**src/rtl/spiflash_reader.sv**
```systemverilog
// SPI mode-0 flash READ master: command + 24-bit address, then a byte stream on a valid/ready port.
// Define SPIFLASH_FAST_READ_EN to issue FAST_READ (0x0B) with an 8-clock dummy phase.
module spiflash_reader #(
  parameter int CLK_DIV     = 2,
  parameter int CS_HIGH_CYC = 4
) (
  input  logic        clk,
  input  logic        reset,
  input  logic        start,
  input  logic [23:0] start_addr,
  input  logic        stop,
  output logic        busy,
  output logic [7:0]  dout,
  output logic        dout_valid,
  input  logic        dout_ready,
  output logic        spi_cs,
  output logic        spi_sclk,
  output logic        spi_mosi,
  input  logic        spi_miso
);
  localparam int HW = (CLK_DIV > 1) ? $clog2(CLK_DIV) : 1;
  localparam int CW = (CS_HIGH_CYC > 1) ? $clog2(CS_HIGH_CYC) : 1;
  localparam logic [HW-1:0] HC_LAST = HW'(CLK_DIV - 1);
  localparam logic [CW-1:0] CS_LAST = CW'(CS_HIGH_CYC - 1);
`ifdef SPIFLASH_FAST_READ_EN
  localparam logic [7:0] CMD = 8'h0B;
`else
  localparam logic [7:0] CMD = 8'h03;
`endif

  typedef enum logic [2:0] {
    S_IDLE, S_CMD, S_ADDR,
`ifdef SPIFLASH_FAST_READ_EN
    S_DUMMY,
`endif
    S_DATA, S_CSHIGH
  } state_e;

  state_e          state_q, state_d;
  logic [HW-1:0]   hc_q, hc_d;
  logic [2:0]      bit_q, bit_d;
  logic [4:0]      acnt_q, acnt_d;
  logic [CW-1:0]   csc_q, csc_d;
  logic [31:0]     tx_q, tx_d;
  logic [6:0]      rx_q, rx_d;
  logic [7:0]      dout_q, dout_d;
  logic            dv_q, dv_d, sclk_q, sclk_d, cs_q, cs_d, mosi_q, mosi_d, busy_q, busy_d;

  always_comb begin
    state_d = state_q;  hc_d   = hc_q;   bit_d  = bit_q;   acnt_d = acnt_q;
    csc_d   = csc_q;    tx_d   = tx_q;   rx_d   = rx_q;    dout_d = dout_q;
    dv_d    = dv_q & ~dout_ready;
    sclk_d  = sclk_q;   cs_d   = cs_q;   mosi_d = mosi_q;  busy_d = busy_q;
    case (state_q)
      S_IDLE: if (start) begin
        state_d = S_CMD;  cs_d = 1'b0;  busy_d = 1'b1;  sclk_d = 1'b0;
        hc_d = '0;  bit_d = '0;  acnt_d = '0;
        mosi_d = CMD[7];
        tx_d = {CMD[6:0], start_addr, 1'b0};
      end
      S_CSHIGH: begin
        if (csc_q == CS_LAST) begin
          state_d = S_IDLE;
          busy_d  = 1'b0;
        end else begin
          csc_d = csc_q + 1'b1;
        end
      end
      default: begin
        if (hc_q != HC_LAST) begin
          hc_d = hc_q + 1'b1;
        end else if (!sclk_q) begin
          // The 8th rise of a data byte waits, count frozen, until dout can take the byte.
          if (!(state_q == S_DATA && bit_q == 3'd7 && dv_q && !dout_ready)) begin
            sclk_d = 1'b1;
            hc_d   = '0;
            if (state_q == S_DATA) begin
              rx_d = {rx_q[5:0], spi_miso};
              if (bit_q == 3'd7) begin
                dout_d = {rx_q, spi_miso};
                dv_d   = 1'b1;
              end
            end
          end
        end else begin
          sclk_d = 1'b0;
          hc_d   = '0;
          bit_d  = bit_q + 1'b1;
          mosi_d = tx_q[31];
          tx_d   = {tx_q[30:0], 1'b0};
          case (state_q)
            S_CMD:  if (bit_q == 3'd7) state_d = S_ADDR;
            S_ADDR: begin
              acnt_d = acnt_q + 5'd1;
              if (acnt_q == 5'd23) begin
                acnt_d = '0;
                bit_d  = '0;
`ifdef SPIFLASH_FAST_READ_EN
                state_d = S_DUMMY;
`else
                state_d = S_DATA;
`endif
              end
            end
`ifdef SPIFLASH_FAST_READ_EN
            S_DUMMY: if (bit_q == 3'd7) state_d = S_DATA;
`endif
            default: ;
          endcase
        end
      end
    endcase
    // Stop abandons any partial byte but leaves a byte already in dout untouched.
    if (stop && state_q != S_IDLE && state_q != S_CSHIGH) begin
      state_d = S_CSHIGH;  cs_d = 1'b1;  sclk_d = 1'b0;  mosi_d = 1'b0;
      csc_d   = '0;
      dout_d  = dout_q;
      dv_d    = dv_q & ~dout_ready;
    end
  end

  always_ff @(posedge clk) begin
    if (reset) begin
      state_q <= S_IDLE;  hc_q <= '0;  bit_q <= '0;  acnt_q <= '0;  csc_q <= '0;
      tx_q    <= '0;      rx_q <= '0;  dout_q <= '0; dv_q   <= 1'b0;
      sclk_q  <= 1'b0;    cs_q <= 1'b1; mosi_q <= 1'b0; busy_q <= 1'b0;
    end else begin
      state_q <= state_d; hc_q <= hc_d; bit_q <= bit_d; acnt_q <= acnt_d; csc_q <= csc_d;
      tx_q    <= tx_d;    rx_q <= rx_d; dout_q <= dout_d; dv_q <= dv_d;
      sclk_q  <= sclk_d;  cs_q <= cs_d; mosi_q <= mosi_d; busy_q <= busy_d;
    end
  end

  assign busy       = busy_q;
  assign dout       = dout_q;
  assign dout_valid = dv_q;
  assign spi_cs     = cs_q;
  assign spi_sclk   = sclk_q;
  assign spi_mosi   = mosi_q;
endmodule

```
**config.mk**
```make
export PLATFORM = sky130hd
export DESIGN_NAME = spiflash_reader
export DESIGN_NICKNAME = d
export VERILOG_FILES = /design/src/rtl/spiflash_reader.sv
export SDC_FILE = /design/constraint.sdc
export NUM_CORES = 1
export LEC_CHECK = 0
export CAP_MARGIN = 15
export CELL_PAD_IN_SITES_DETAIL_PLACEMENT = 0
export CELL_PAD_IN_SITES_GLOBAL_PLACEMENT = 1
export CORE_MARGIN = 10
export CORE_UTILIZATION = 35
export CTS_BUF_LIST = sky130_fd_sc_hd__clkbuf_4
export DETAILED_ROUTE_END_ITERATION = 6
export HOLD_SLACK_MARGIN = 0.08
export PLACE_DENSITY_LB_ADDON = 0.25
export SLEW_MARGIN = 20
export SYNTH_ARGS = -nofsm -noshare
export SYNTH_HDL_FRONTEND = slang
export SYNTH_SLANG_ARGS = --single-unit
```
**constraint.sdc**
```tcl
create_clock -name clk -period 1.91 [get_ports clk]
set_clock_uncertainty 0.15 [all_clocks]
set_input_delay 0.382 -clock clk [delete_from_list [all_inputs] [get_ports clk]]
set_output_delay 0.382 -clock clk [all_outputs]
set_load 0.1 [all_outputs]
```
==> flow_summary.json, run 1 <==
{
  "critical_path.slowest_cell": "or3b_4",
  "via_count": 2602,
  "arrival_ps": 2040,
  "grt_pass1_wl_um": 12200,
  "numCtsBuffers": 9,
  "final_core_utilization_pct": 49.8,
  "worst_skew_pair.late_latency_ps": 400,
  "holdWs_ps": 292,
  "syn_nets": 377,
  "fp.dieH_um": 111,
  "netlist_top_cells_area": "dfxtp_1 44%, nand2_1 8.2%, a311oi_1 6.9%, mux2i_1 5.5%, nor2_1 5.4%",
  "detailed_place_hpwl_um": 4800,
  "dominantRegCellSynth": "dfxtp_1",
  "maxClockFrequency_ghz": 0.527,
  "ys_types": 49,
  "synth_top_area_cell": "dfxtp_1",
  "highest_cell_delay_on_the_worst_timing_path_ps": 390,
  "ant_nets": 0,
  "outcome": "complete, no violations",
  "layout.cells.most_common": "nand2_1",
  "cts.reportedPaths.clkPinSlew_ps": 110,
  "timing.hold.worst.class": "in2reg",
  "wl_um": 7120,
  "grtUsageTotal_pct": 11.4,
  "cts_tree": "done",
  "initialDrtViolationCount": 85,
  "grt_start_max_net_pins": 34,
  "setup_total_negative_slack_ps": 0,
  "synthDominantCellAreaShare_pct": 44.5,
  "p_per_area_nw_per_um2": 983,
  "port_buffers": 42,
  "synth_seq_cells": 65,
  "floorplan.core_area_sq_um": 8180,
  "synthesis.area_sq_um": 2930,
  "synth_sequential_area_ratio_pct": 44.5,
  "placementRows": 33,
  "timing.critical_path.fanout_max": 3,
  "final_estimated_routing_congestion_in_global_placement": 0.838,
  "cts_num_sinks": 65,
  "synthCells": 343,
  "chipWidth_um": 111,
  "final_cell_mix": "64 x nand2_1, 60 x dfxtp_1, 42 x nor2_1",
  "p_leak_nw": 1.55,
  "detail_route.wl_per_cell_um": 13.8,
  "final_net_count": 441,
  "async_reset_ff_share_pct": 0,
  "worst_slew_pin_slew_ps": 549,
  "grt_pass1_vias": 2589,
  "yosysWarnings": 0,
  "globalRouteOverflowTotal": 0,
  "via_per_inst": 5.04,
  "synth.avg_cell_area_sq_um": 8.53,
  "r2r_setup_slack_ps": 10,
  "grt_setup_unrepaired": "yes",
  "synth-edff-count": 0,
  "drive_above_1_share_pct": 20.2,
  "setup-violations-final": 0,
  "hold_viol": 0,
  "final_min_period_over_clock_period_pct": 99.4,
  "crit_path_start_kind": "flip-flop",
  "antenna_found_initial": 0,
  "initial_core_util_pct": 35.8,
  "drc_errors": 0,
  "dominant_cell_type_by_count_on_the_critical_path": "ha_4",
  "ctsRootBufferMaster": "clkbuf_4",
  "antenna-diode-count": 0,
  "cts_htree_levels": 3,
  "drv_cap": 0,
  "floorplan.die_area_sq_um": 12400,
  "syn_to_final_growth_pct": 39.1,
  "stdcell_area_sq_um": 4070,
  "placed_area_sq_um": 3820,
  "final_period_minus_worst_setup_slack_ps": 1900,
  "clockBufferDepth": 2,
  "path_cells": "ha_4 > ha_4 > or3b_4 > a221oi_4 > a2111oi_2 > nand3b_1",
  "number_of_pins_exceeding_their_max_slew_limit_in_the_final_report": 0,
  "worst_ir_drop_on_vdd_uv": 604,
  "max_slew_headroom_at_the_worst_pin_pct": 63.4,
  "detail_route.first_pass.iterations": 4,
  "setup.worst_path.class": "reg2reg",
  "design.portCount": 43,
  "worst_ep_required_time_ps": 2050,
  "crit_path_end_kind": "flip-flop"
}
## area by class of cell
| class | instances | area [sq um] |
|---|---|---|
| fillers | 812 | 4110 |
| well taps | 105 | 131 |
| repair buffers | 77 | 933 |
| inverters | 4 | 15.0 |
| multi-input cells | 250 | 1550 |
| clock buffers | 11 | 82.6 |
| clock inverters | 4 | 45.0 |
| flip-flops and latches | 65 | 1310 |
## layer usage
metal  part of all wire [%]  track usage, %
met3                    4.8            4.46
met1                     48            14.4
met2                     47            17.7
met4                   0.95            3.34
met5                      0               0
## where the power goes
part	internal, W	switching [W]
Clock	0.000416	0.000476
Sequential	0.00153	0.000114
Combinational	0.000674	0.000791
## repair_timing
| action | CTS | global route |
|---|---|---|
| hold buffers | 0 | 0 |
| cloned | 0 | 2 |
| pin swaps | 2 | 6 |
| setup buffers | 2 | 0 |
| endpoints found under the hold margin | 0 | 0 |
| gates resized for setup | 6 | 9 |
| endpoints found under the setup margin | 10 | 23 |
## cells in the mapped netlist, types with 2 or more instances
library cell,number
nand3b_1,4
ha_1,4
buf_1,2
a21oi_1,20
a21o_1,2
nand3_1,10
a22oi_1,2
nor2b_1,2
nor2_1,42
nand2b_1,20
mux2i_1,16
o21ai_0,5
nand2_1,64
nor3_1,7
inv_1,4
a311oi_1,23
dfxtp_1,65
and3_1,2
buf_6,2
clkbuf_1,9
buf_2,10
## through the flow
step | power [W] | std cells | setup slack, ps
final | 0.00400 | 516 | 12.2
after global routing | 0.00428 | 516 | -71.0
after CTS | 0.00396 | 514 | 0.864
after detailed placement | 0.00302 | 497 | -440
after global placement | 0.00301 | 497 | -364
after floorplan | 0.00249 | 343 | 18.4
## flip-flops by register name, summed over array words and instances, names as in the netlist, 2 cells and up
signal / cells
acnt_q: 5
bit_q: 3
csc_q: 2
dout: 8
rx_q: 7
state_q: 3
tx_q: 31
## kinds of logic after synthesis
kind of cell	count (synthesis)	synth area share, %
adders and majority gates	4	1.71
DFF	65	44.5
buffers and inverters	28	4.66
and+or+nand+nor	166	27.9
muxes	16	5.47
AOI/OAI and AO/OA	63	15.5
xor gates and xnor gates	1	0.299
## worst max-delay path: cells and delay by family, from the launching register on
family | cells | cell delay, ps
simple gates | 2 | 570
flops | 1 | 370
fa+ha+maj | 2 | 280
compound gates | 2 | 430
## worst paths after layout
path,cells after the start,to,startpoint
setup reg to reg,6,state_q[0],bit_q[0]
setup / recovery,6,state_q[0],bit_q[0]
hold / removal,2,hc_q,reset
hold reg to reg,2,tx_q[29],tx_q[29]
Note: power is estimated with default switching activity, not from simulation.
==> inputs of run 2 (changes only) <==
--- a/config.mk
+++ b/config.mk
@@ -5,6 +5,7 @@
 export SDC_FILE = /design/constraint.sdc
 export NUM_CORES = 1
 export LEC_CHECK = 0
+export ABC_CLOCK_PERIOD_IN_PS = 1910
 export CAP_MARGIN = 15
 export CELL_PAD_IN_SITES_DETAIL_PLACEMENT = 0
 export CELL_PAD_IN_SITES_GLOBAL_PLACEMENT = 1
==> results of run 2 <==
Same layout as run 1: the final DEF is identical, and so are final timing and power.
